## src/rtl/pipeline_exec_ctrl.sv

```systemverilog
// Execution control FSM: run/step/stop commands, HALT drain, and the pipeline-wide stall.
// Define EXEC_CTRL_CYCLE_COUNT_EN to build the saturating advance-cycle counter.
module pipeline_exec_ctrl #(
  parameter int DRAIN_CYCLES = 3,
  parameter int CNT_WIDTH    = 32
) (
  input  logic                 i_clk,
  input  logic                 i_rst_n,
  input  logic                 i_cmd_valid,
  input  logic [1:0]           i_cmd,
  output logic                 o_cmd_ready,
  input  logic                 i_halt,
  output logic                 o_total_stall,
  output logic                 o_running,
  output logic                 o_halted,
  output logic                 o_step_done,
  output logic [CNT_WIDTH-1:0] o_cycle_count
);

  localparam logic [2:0] S_IDLE   = 3'd0;
  localparam logic [2:0] S_RUN    = 3'd1;
  localparam logic [2:0] S_STEP   = 3'd2;
  localparam logic [2:0] S_DRAIN  = 3'd3;
  localparam logic [2:0] S_HALTED = 3'd4;

  localparam logic [1:0] CMD_RUN  = 2'b01;
  localparam logic [1:0] CMD_STEP = 2'b10;
  localparam logic [1:0] CMD_STOP = 2'b11;

  localparam int DCW = (DRAIN_CYCLES > 0) ? $clog2(DRAIN_CYCLES + 1) : 1;

  logic [2:0]     r_state;
  logic [DCW-1:0] r_drain_cnt;
  logic           r_step_done;

  logic [2:0]     w_state_nxt;
  logic [DCW-1:0] w_drain_nxt;
  logic           w_step_done_nxt;
  logic           w_cmd_acc;

  assign w_cmd_acc = i_cmd_valid && o_cmd_ready;

  always_comb begin
    // NOTE: every always_comb output gets a default first so no path can infer a latch.
    w_state_nxt     = r_state;
    w_drain_nxt     = r_drain_cnt;
    w_step_done_nxt = 1'b0;
    case (r_state)
      S_IDLE: begin
        if (w_cmd_acc && i_cmd == CMD_RUN)  w_state_nxt = S_RUN;
        if (w_cmd_acc && i_cmd == CMD_STEP) w_state_nxt = S_STEP;
      end
      S_RUN, S_STEP: begin
        // HALT outranks a same-cycle STOP; a zero-length drain freezes immediately.
        if (i_halt) begin
          w_state_nxt = (DRAIN_CYCLES == 0) ? S_HALTED : S_DRAIN;
          w_drain_nxt = DCW'(DRAIN_CYCLES);
        end else if (r_state == S_STEP) begin
          w_state_nxt     = S_IDLE;
          w_step_done_nxt = 1'b1;
        end else if (w_cmd_acc && i_cmd == CMD_STOP) begin
          w_state_nxt = S_IDLE;
        end
      end
      S_DRAIN: begin
        w_drain_nxt = r_drain_cnt - DCW'(1);
        if (r_drain_cnt <= DCW'(1)) w_state_nxt = S_HALTED;
      end
      S_HALTED: w_state_nxt = S_HALTED;
      default:  w_state_nxt = S_IDLE;
    endcase
  end

  // NOTE: sequential state uses non-blocking assignments so all flops update together.
  always_ff @(posedge i_clk or negedge i_rst_n) begin
    if (!i_rst_n) begin
      r_state     <= S_IDLE;
      r_drain_cnt <= '0;
      r_step_done <= 1'b0;
    end else begin
      r_state     <= w_state_nxt;
      r_drain_cnt <= w_drain_nxt;
      r_step_done <= w_step_done_nxt;
    end
  end

  assign o_running     = (r_state == S_RUN) || (r_state == S_STEP) || (r_state == S_DRAIN);
  assign o_total_stall = !o_running;
  assign o_halted      = (r_state == S_HALTED);
  assign o_cmd_ready   = (r_state == S_IDLE) || (r_state == S_RUN);
  assign o_step_done   = r_step_done;

`ifdef EXEC_CTRL_CYCLE_COUNT_EN
  logic [CNT_WIDTH-1:0] r_cycle_count;

  always_ff @(posedge i_clk or negedge i_rst_n) begin
    if (!i_rst_n) begin
      r_cycle_count <= '0;
    end else if (!o_total_stall && r_cycle_count != '1) begin
      r_cycle_count <= r_cycle_count + CNT_WIDTH'(1);
    end
  end

  assign o_cycle_count = r_cycle_count;
`else
  assign o_cycle_count = '0;
`endif

endmodule
```

## config.mk

```make
export PLATFORM = sky130hd
export DESIGN_NAME = pipeline_exec_ctrl
export DESIGN_NICKNAME = d
export VERILOG_FILES = /design/src/rtl/pipeline_exec_ctrl.sv
export SDC_FILE = /design/constraint.sdc
export NUM_CORES = 1
export LEC_CHECK = 0
export CAP_MARGIN = 0
export CORE_MARGIN = 5
export CORE_UTILIZATION = 30
export CTS_BUF_LIST = sky130_fd_sc_hd__clkbuf_16
export DETAILED_ROUTE_END_ITERATION = 8
export GPL_ROUTABILITY_DRIVEN = 0
export PLACE_DENSITY = 0.72
export RECOVER_POWER = 100
export SLEW_MARGIN = 10
export SYNTH_ARGS = -nofsm -noshare
export SYNTH_HDL_FRONTEND = slang
export SYNTH_SLANG_ARGS = --single-unit
```

## constraint.sdc

```tcl
create_clock -name i_clk -period 1.6 [get_ports i_clk]
set_input_delay 0.24 -clock i_clk [delete_from_list [all_inputs] [get_ports i_clk]]
set_output_delay 0.24 -clock i_clk [all_outputs]
set_load 0.01 [all_outputs]
```

==> results.yml <==
status:
  status: "completed"
drt:
  route.vias.total: 388
  drt_iter0_markers: 12
  ant_nets: 0
  wl_um: 1030
  wl_per_cell_um: 9.88
  route.detailed.drc: 0
  firstDrtPassIters: 2
  avgViaCountPerCell: 3.73
cells_and_area:
  final_core_util_pct: 36.9
  area_growth_pct: 13.6
  drive_above_1_share_pct: 7.59
  num-fill-cells: 197
  layout.nets: 88
  multiInputGateArea_um2: 290
  ff_latch_area_um2: 150
  num_antenna_cells: 0
setup_path:
  reg2reg_to: "r_drain_cnt[0]"
  reg2reg_setup_slack_ns: 0.33
  worstSetupPathType: "register to primary output"
  r2r_cells: 4
  cp_max_fo: 10
  worstSetupStartpoint: "r_state[1]"
  reg2reg_from: "r_state[1]"
  cp-end-kind: "primary output"
  start_kind: "register"
  required_ns: 1.36
  cp-endpoint: "o_cmd_ready"
  crit_arrival_ns: 1.20
grt:
  grt_pass1_vias: 271
  grt_overflow_total: 0
  track_usage_pct: 6.80
  grt_max_degree: 11
  grt_pass1_wl_um: 1300
  antenna_found_initial: 0
floorplan:
  core_um2: 1780
  start_util_pct: 32.5
  dieArea_um2: 2910
  die_y_um: 53.9
  dieWidth_um: 53.9
  pin_count: 43
  core.rowCount: 15
power:
  power_frac_seq_pct: 22.5
  power_frac_clock_pct: 33.8
  p_comb_share_pct: 43.6
  p_per_area_nw_per_um2: 1800
  switching_power_mw: 0.413
  internal-power_mw: 0.774
  p_leak_nw: 0.334
  vdd_ir_drop_max_v: 0.000973
  sw_frac_of_total_pct: 34.8
clocking:
  postCtsHoldBufs: 0
  cts_tree: "built"
  cts.path.max_buffers: 2
  htree_levels: 1
  root_buffer: "clkbuf_16"
  path_clk_slew_ns: 0.04
  cts_buffers: 3
  cts.sinks: 6
  clk_latency_ns: 0.23
synth:
  ys_types: 23
  ys_ff_latch: 6
  ys_seq_area_share_pct: 25.9
  ys_warn_count: 0
  syn_area_per_cell_um2: 8.78
  yosysMostFrequentCell: "buf_4"
  synthFlopType: "dfrtp_1"
  yosysTopAreaCell: "buf_4"
  synthCells: 66
  synth.top_cell.area_share_pct: 42.8
  syn_area_um2: 579
  synth.cells.most_frequent: "buf_4 (33), dfrtp_1 (6), nor2_1 (5), inv_1 (2), nand3b_1 (2)"
  synth-async-reset-ratio_pct: 100
  synth_area_leaders: "buf_4 (43%), dfrtp_1 (26%), nor2_1 (3.2%)"
  synth_edf_count: 0
sta:
  rsz0062_at_grt: "false"
  skew_ns: 0.00410
  hold_viol_final: 0
  fmax_ghz: 0.693
  setup_viol: 0
  post-route-period-util_pct: 90.1
  final_max_slew_viol_count: 0
  finalSetupTns_ns: 0
  period_needed_ns: 1.44
  worst_hold_slack_ns: 0.324
run:
  drv_cap: 0
min_path:
  hold_class: "input pin to async pin"
placed_design:
  hpwl_um: 853
  port_buffers: 10
-- final cells by class --
type,instances,share of cell area [%]
Multi-Input combinational cell,56,44.1
Sequential cell,6,22.8
Tap cell,25,4.75
Clock buffer,3,11.4
Inverter,2,1.14
Timing Repair Buffer,12,15.8
-- registers in the layout, summed over array words and instances (netlist names) --
register	count
r_state	3
r_drain_cnt	2
o_step_done	1
-- how the worst min path moves through the flow --
stage,startpoint,depth (start not counted),slack [ns],to
floorplan,i_rst_n,0,-0.06,o_step_done
global placement,r_drain_cnt[1],1,0.49,r_drain_cnt[1]
detailed placement,i_rst_n,1,0.50,r_state[1]
CTS,i_rst_n,1,0.26,r_state[1]
global route,i_rst_n,1,0.35,r_state[1]
finish,i_rst_n,1,0.32,r_state[1]
-- power by group through the flow --
| stage | combinational, mW | sequential, mW | clock [mW] |
|---|---|---|---|
| after global placement | 0.572 | 0.267 | 0 |
| final | 0.518 | 0.268 | 0.402 |
| after global routing | 0.584 | 0.279 | 0.418 |
| after floorplan | 0.396 | 0.273 | 0 |
| after detailed placement | 0.584 | 0.270 | 0 |
| after CTS | 0.545 | 0.268 | 0.411 |
-- cell families (layout without fill, tap and decap cells) --
logic type,count (synthesis),count (layout),share of synthesized area [%]
AO/OA/AOI/OAI,8,8,10.2
adder cells (fa/ha/maj),1,1,2.16
buffers and inverters,35,17,44.1
flip-flops,6,6,25.9
multiplexers,1,1,1.94
other,1,32,0.647
AND/OR/NAND/NOR,14,14,15.1
-- critical path: stages, from the launching register on --
cell and delay [ns]:
dfrtp_1 0.39, clkbuf_2 0.18, nor2_1 0.13, dlygate4sd2_1 0.28
-- routing by layer --
metal  vias up  share of wire [%]  wire length (um)  global-route usage [%]
met5         -                  0                 0                       0
met4         0                  0                 0                    2.55
met3         0                 20               204                    5.82
met2        32                 37               384                    6.65
met1       174                 43               437                    9.75
li1        182                  -                 -                       -
-- repair_timing --
item	in CTS	in global routing
resized for setup	4	0
endpoints found under the setup margin	4	0
setup buffers	0	0
hold endpoints to repair	0	0
-- per-stage QoR --
stage | worst slack [ns] | area (um^2) | power [mW] | instances
after detailed placement | 0.160 | 594 | 0.854 | 101
after floorplan | 0.486 | 696 | 0.669 | 97
final | 0.158 | 658 | 1.19 | 104
after global routing | 0.0990 | 658 | 1.28 | 104
after CTS | 0.182 | 664 | 1.22 | 104
after global placement | 0.168 | 594 | 0.839 | 101
-- cells in the final DEF, fill, tap and decap left out, drive strengths merged --
cell type / netlist / layout
a311o: 1 / 1
conb: 1 / 32
o21bai: 1 / 1
and3b: 1 / 1
nand4bb: 1 / 1
dlygate4sd3: 0 / 2
clkbuf: 0 / 5
inv: 2 / 2
o21ai: 1 / 1
a21oi: 2 / 2
nor4b: 1 / 1
a31oi: 1 / 1
o22a: 1 / 1
nor3: 1 / 1
clkdlybuf4s50: 0 / 4
and2: 1 / 1
nor2: 5 / 5
ha: 1 / 1
nor3b: 1 / 1
a211oi: 1 / 1
nand3b: 2 / 2
mux2: 1 / 1
dlygate4sd2: 0 / 4
dfrtp: 6 / 6
nor2b: 1 / 1
(Power assumes the default switching activity.)
